[src/rtl/safe_cracker.sv]
// Brute-force PIN driver for the digit-serial safe lock: walks candidates 0..all-ones.
// Optional attempt counter output enabled by defining SAFE_CRACKER_ATTEMPTS_EN.
module safe_cracker #(
    parameter int NDIGITS = 4,
    parameter int DIGIT_W = 4,
    parameter int GAP     = 0
) (
    input  logic                         clk,
    input  logic                         reset,
    input  logic                         start,
    output logic                         safe_reset,
    output logic [DIGIT_W-1:0]           din,
    output logic                         din_valid,
    input  logic                         unlocked,
    output logic                         busy,
    output logic                         found,
    output logic                         exhausted,
    output logic [NDIGITS*DIGIT_W-1:0]   code
`ifdef SAFE_CRACKER_ATTEMPTS_EN
    ,
    output logic [31:0]                  attempts
`endif
);

    localparam int CW = NDIGITS * DIGIT_W;
    localparam int IW = (NDIGITS > 1) ? $clog2(NDIGITS) : 1;
    localparam int GW = (GAP > 1) ? $clog2(GAP) : 1;

    typedef enum logic [2:0] {IDLE, CLEAR, SEND, GAPW, CHECK, DONE} state_t;

    state_t          state;
    logic [CW-1:0]   cand;
    logic [IW-1:0]   idx;
    logic [GW-1:0]   gcnt;

    // Digit 0 is the most-significant digit of the candidate.
    function automatic logic [DIGIT_W-1:0] digit_of(input logic [CW-1:0] c, input logic [IW-1:0] i);
        logic [CW-1:0] sh;
        sh = c >> (DIGIT_W * (NDIGITS - 1 - int'(i)));
        return sh[DIGIT_W-1:0];
    endfunction

    assign safe_reset = reset | (state == CLEAR);

    always_ff @(posedge clk) begin
        if (reset) begin
            state     <= IDLE;
            cand      <= '0;
            idx       <= '0;
            gcnt      <= '0;
            din       <= '0;
            din_valid <= 1'b0;
            busy      <= 1'b0;
            found     <= 1'b0;
            exhausted <= 1'b0;
            code      <= '0;
`ifdef SAFE_CRACKER_ATTEMPTS_EN
            attempts  <= '0;
`endif
        end else begin
            case (state)
                IDLE, DONE: begin
                    if (start) begin
                        found     <= 1'b0;
                        exhausted <= 1'b0;
                        cand      <= '0;
                        busy      <= 1'b1;
                        state     <= CLEAR;
`ifdef SAFE_CRACKER_ATTEMPTS_EN
                        attempts  <= '0;
`endif
                    end
                end
                // Outputs are registered, so each strobe is loaded on entry to SEND.
                CLEAR: begin
                    idx       <= '0;
                    din       <= digit_of(cand, '0);
                    din_valid <= 1'b1;
                    state     <= SEND;
                end
                SEND: begin
                    if (idx == IW'(NDIGITS - 1)) begin
                        din_valid <= 1'b0;
                        state     <= CHECK;
                    end else if (GAP > 0) begin
                        din_valid <= 1'b0;
                        gcnt      <= '0;
                        state     <= GAPW;
                    end else begin
                        idx       <= idx + 1'b1;
                        din       <= digit_of(cand, idx + 1'b1);
                        din_valid <= 1'b1;
                    end
                end
                GAPW: begin
                    if (gcnt == GW'(GAP - 1)) begin
                        idx       <= idx + 1'b1;
                        din       <= digit_of(cand, idx + 1'b1);
                        din_valid <= 1'b1;
                        state     <= SEND;
                    end else begin
                        gcnt <= gcnt + 1'b1;
                    end
                end
                CHECK: begin
`ifdef SAFE_CRACKER_ATTEMPTS_EN
                    if (attempts != '1) attempts <= attempts + 1'b1;
`endif
                    if (unlocked) begin
                        code  <= cand;
                        found <= 1'b1;
                        busy  <= 1'b0;
                        state <= DONE;
                    end else if (cand == '1) begin
                        exhausted <= 1'b1;
                        busy      <= 1'b0;
                        state     <= DONE;
                    end else begin
                        cand  <= cand + 1'b1;
                        state <= CLEAR;
                    end
                end
                default: state <= IDLE;
            endcase
        end
    end

endmodule

[config.mk]
export PLATFORM = sky130hd
export DESIGN_NAME = safe_cracker
export DESIGN_NICKNAME = d
export VERILOG_FILES = /design/src/rtl/safe_cracker.sv
export SDC_FILE = /design/constraint.sdc
export NUM_CORES = 1
export LEC_CHECK = 0
export ABC_AREA = 0
export CAP_MARGIN = 0
export CORE_ASPECT_RATIO = 0.6
export CORE_UTILIZATION = 49
export CTS_CLUSTER_DIAMETER = 100
export DETAILED_ROUTE_END_ITERATION = 10
export PLACE_DENSITY = 0.75
export SLEW_MARGIN = 0
export SYNTH_ARGS = -nofsm -noshare
export SYNTH_HDL_FRONTEND = slang
export SYNTH_SLANG_ARGS = --single-unit
[constraint.sdc]
create_clock -name clk -period 1.87 [get_ports clk]
set_clock_uncertainty 0.15 [all_clocks]
set_input_delay 0.374 -clock clk [delete_from_list [all_inputs] [get_ports clk]]
set_output_delay 0.374 -clock clk [all_outputs]
set_load 0.05 [all_outputs]
---- Word-level counts from Yosys, hierarchy flattened ----
Cells that the tools add are included.
operators by class
  add/sub/neg operators ................... 4
  multiply operators ...................... 0
  div/mod/pow operators ................... 0
  magnitude comparators ................... 0
  equality and inequality tests ........... 16
  shifts and indexed selects .............. 1
  mux-type cells .......................... 30
  bitwise operators ....................... 1
  reduce and logical (&&, ||, !) cells .... 12
operators with widths
  cell                     number
  $mux W16                 3
  $pmux W16 S2             1
  $shr A16 B32 Y4          1
  $add A16 B1 Y16 const B  1
  $eq A16 B16 Y1 const B   1
  $ne A2 B2 Y1 const B     8
  $mux W3                  5
  $pmux W3 S5              1
  $pmux W4 S3              1
  $reduce_and A3 Y1        4
  $mux W1                  10
  $mux W4                  2
  $reduce_and A4 Y1        2
  $eq A3 B2 Y1 const B     2
  $eq A3 B3 Y1 const B     2
  $pmux W1 S2              3
  $pmux W2 S3              1
  $mux W2                  2
  $reduce_and A2 Y1        2
  $eq A3 B1 Y1 const B     1
  $logic_not A3 Y1         1
  $ne A3 B3 Y1 const B     1
  $pmux W1 S3              1
  $reduce_bool A3 Y1       1
  other kinds (7)          7
word-level totals
  flip-flop bits (word level) ............. 46
  bits in latches ......................... 0
  memory bits (writable) .................. 0
  bits in read-only memories .............. 0
  input bits .............................. 4
  output and inout bits ................... 25
  word-level logic and storage cells ...... 74
  memories ................................ 0

---- Logic depth before layout (Yosys ltp) ----
  depth after elaboration ................. 5
  depth in mapped cells ................... 8
  depth with buffers taken out ............ 6

---- Least setup slack after synthesis ----
Ideal clock, no wire load.
  path kind ............................... reg2out
  from .................................... register state[2]
  to ...................................... output port safe_reset
  arrival ................................. 1759 ps
  required time ........................... 1346 ps
  setup slack ............................. -413 ps
  cell stages (with the launch flop) ...... 3
  buffers on the path ..................... 1
  path through ............................ dfxtp_1 > clkbuf_1 > o31ai_1
on the way
  longest elaborated chain between the ends .. 2
ends and longest elaborated chain
  what                    line  source
  start, declared         31    state_t state;
  start signal, assigned  47    state <= IDLE;
  start signal, assigned  68    state <= CLEAR;
  start signal, assigned  79    state <= SEND;
  $eq A3 B1 Y1            43    assign safe_reset = reset | (state == CLEAR);
  $or A1 B1 Y1            43
  end, declared           11    output logic safe_reset,
Every way passes these cells.

---- Final worst setup path ----
  from .................................... register state[0]
  to ...................................... register cand[6]
on the way
  longest elaborated chain between the ends .. 4
  elaborated cells between the ends (all ways) .. 10
  classes of those cells .................. eq/ne (5); mux (1); reduce/logical (4)
ends and longest elaborated chain
  what                                                                 line  source
  $eq A3 B3 Y1 / $logic_not A3 Y1 (equally long branches)              61    case (state)
  $reduce_or A2 Y1                                                     61
  $ne A2 B2 Y1 (no line) / $reduce_bool A2 Y1 (equally long branches)  --
  $reduce_and A4 Y1 (no line)                                          --
  end signal, assigned                                                 119   cand <= cand + 1'b1;
  end, declared                                                        32    logic [CW-1:0] cand;
Several ways; a longest one is shown, not always the timed one.
A chain may end at the register's enable or synchronous reset.

==> impl_results.md <==
- Status: finished with violations
- Failing checks: setup timing
- RSZ-0062 raised after global routing: true
- Initial core utilization: 0.5269
- Leading area contributor after synthesis: dfxtp_1
- FMAX: 0.5074 GHz
- Layout fillers: roughly 300
- First-pass GRT wire length: 10.54 mm
- Hold Slack: 0.3076 ns
- Max-slew violation count: 0
- Layout cells sized above 1: 0.3544
- Clk sinks: 46
- Die ar.: slightly below 5000 um2
- Fin crit period: 1.971 ns
- Crit-path slowest cell: or3_4
- DR vias/cell: 5.833
- Clock Tree Root: clkbuf_8
- Power density over the cells: 1022 nW/um2
- Setup TNS: -0.7448 ns
- TritonCTS Buffers: 5
- Critical Path End Type: flip-flop
- Cell variety after synth: 48
- Worst VDD drop: 0.0006251 V
- Leading post-synthesis cells by cell area: dfxtp_1 (41%), nand2_1 (8.9%), a21oi_1 (7.2%)
- Final WL: about 6.9 mm
- Die width: just under 90 um
- Clk Latency, worst-skew pair: approximately 0.30 ns
- Core Area: 4234 um2
- Die height: 54.27 um
- Drt pass-1 iters: 5
- Remaining DRCs: 0
- Worst-Margin Slew: 0.4690 ns
- Fin worst setup slack: -0.1010 ns
- Sequential share of the synthesized area: 0.4128
- Number of global-route vias before repair: between 2000 and 2500
- Hold_buf cts: 0
- GRT overflow: 0
- Initial drt markers: 318
- Crit path launch type: flip-flop
- Post-synth EDFFs: 0
- Top-area cell type share of the netlist area: 0.4128
- Num rows: 18
- Final net count: roughly 370
- Routed via count: about 2500
- Post-DP HPWL: 4.797 mm
- Seq cells post-synth: 46
- Reg-to-reg endpoint: cand[6]
- Hold Crit Endpoint: din[3]
- Placer Congestion: 0.9128
- Antenna Nets Post-Route: 0
- CTS tree: done
- Worst EP arrival: 2.00 ns
- R2R setup slack: -0.10 ns
- YS warnings: 0
- Crit path required time: 1.90 ns
- Leakage power: 1.306 nW
- Cell count after synthesis: 279
- Hold Violations, Final: 0
- R2r worst-path depth: 6
- Clock-pin slew on the worst setup and hold paths: 0.09 ns
- Total of max-cap violations: 0
- Critical path's largest stage delay: 0.42 ns
- GRT Util Overall: 0.3034
- Syn avg cell area: 7.996 um2
- Largest net degree at the start of global routing: 22
- Synth Cell Area: between 2000 and 2500 um2
- Critical path fanouts, max: 5
- Initial antenna violation count: 0
- Post-synthesis async set-or-reset flop share: 0
- Critical setup path kind: flip-flop to flip-flop
- Layout Area Growth over Synthesis: 46.55%
- Final period util: 1.054
- WHS Path Cells: 2
- Clock tree buffer depth: 2
- Wirelength per Cell: between 15 and 20 um
- Top_reg_cell synth: dfxtp_1
- HP Start: din[3]
- Final-report setup violation count: 14
- Min-delay worst type: flip-flop to flip-flop
- Port bufs: 28
- Layout Utilization: 0.7722
- H-tree lvl count: 2
- Ant. Diodes: 0
- R2R Path Start: state[0]
- Slew margin rel.: 0.6840
- IO Pins: 29
- CP cell instances: or3b_4 -> or3_4 -> buf_12 -> o21ai_4 -> buf_6 -> o41ai_1
- Syn nets: 285
-- synthesized netlist by cell type, types with 5 or more instances --
cell type / number
buf_2: 6
nor2_1: 16
a21oi_1: 32
dfxtp_1: 46
a211oi_1: 5
a31oi_1: 6
nor3_1: 6
nand2_1: 53
o21ai_0: 6
clkbuf_1: 9
nand3_1: 11
and2_1: 6
inv_1: 5
o31ai_1: 5
-- registers in the layout, summed over array words and instances (netlist names) --
register and flops:
cand 16, code 16, din 4, state 3, idx 2, busy 1, din_valid 1, exhausted 1
found 1, gcnt 1
-- cell type report --
cell class                      count  area [um2]  share of cell area
Multi-Input combinational cell    212        1360              0.4160
Sequential cell                    46       928.4              0.2840
Timing Repair Buffer               93       777.0              0.2377
Tap cell                           60       75.07             0.02296
Clock buffer                        6       72.57             0.02220
Clock inverter                      2       37.54             0.01148
Inverter                            5       18.77            0.005741
-- per-layer routing --
layer / track usage / vias up / part of all wire
li1: - / 1186 / -
met1: 0.4609 / 1149 / 0.48
met2: 0.4313 / 131 / 0.41
met3: 0.06184 / 7 / 0.10
met4: 0.08466 / 0 / 0.0070
met5: 0 / - / 0
-- where the power goes --
part	internal (mW)	switching, mW
Combinational	0.623	0.860
Sequential	1.06	0.0538
Clock	0.399	0.344
Total	2.08	1.26
-- through the flow --
step | instances | setup WS (ns) | power (mW) | area, um2
2_1_floorplan | 279 | -0.03611 | 1.916 | 2276
3_3_place_gp | 407 | -0.3667 | 2.410 | 2940
3_5_place_dp | 407 | -0.4441 | 2.431 | 2940
4_1_cts | 420 | -0.03355 | 3.259 | 3149
5_1_grt | 424 | -0.1371 | 3.515 | 3269
6_report | 424 | -0.1010 | 3.341 | 3269
-- layout by cell type, fill, tap and decap left out, types with 4 or more instances in the layout --
cell	Yosys	final
dfxtp_1	46	42
and2_1	6	6
buf_6	1	6
nor3_1	6	5
o311ai_1	3	4
mux2i_1	4	4
buf_4	0	80
nand4_1	4	4
clkbuf_8	0	5
a211oi_1	5	5
a21oi_1	32	31
nor2_1	16	15
inv_1	5	4
a31oi_1	6	6
o21ai_0	6	5
nand2_1	53	53
nand3_1	11	10
buf_12	0	4
-- cell families after synthesis --
| kind of cell | Yosys count | synth area share |
|---|---|---|
| compound gates | 78 | 0.2232 |
| buf+inv | 23 | 0.04543 |
| fa+ha+maj | 2 | 0.01122 |
| xor+xnor | 1 | 0.003927 |
| mux | 6 | 0.02804 |
| flops | 46 | 0.4128 |
| simple gates | 123 | 0.2754 |
-- worst max-delay path by stage --
stage	slack [ns]	to	start	depth (start not counted)
after floorplan	-0.04	cand[7]	state[2]	7
after global placement	-0.37	cand[13]	start	7
after detailed placement	-0.44	cand[13]	start	7
after CTS	-0.03	cand[11]	state[0]	5
after global routing	-0.14	cand[8]	state[0]	6
final	-0.10	cand[6]	state[0]	6
-- critical path, delay by kind of cell, from the launching register on --
family          cells  cell delay [ns]
simple gates        2             0.81
compound gates      2             0.22
flops               1             0.37
buf+inv             2             0.30
-- repair_timing --
action	CTS	global route
gates resized for setup	21	11
pin swaps	11	14
setup buffers	3	4
setup endpoints to repair	18	22
cloned	2	0
(Power assumes the default switching activity.)
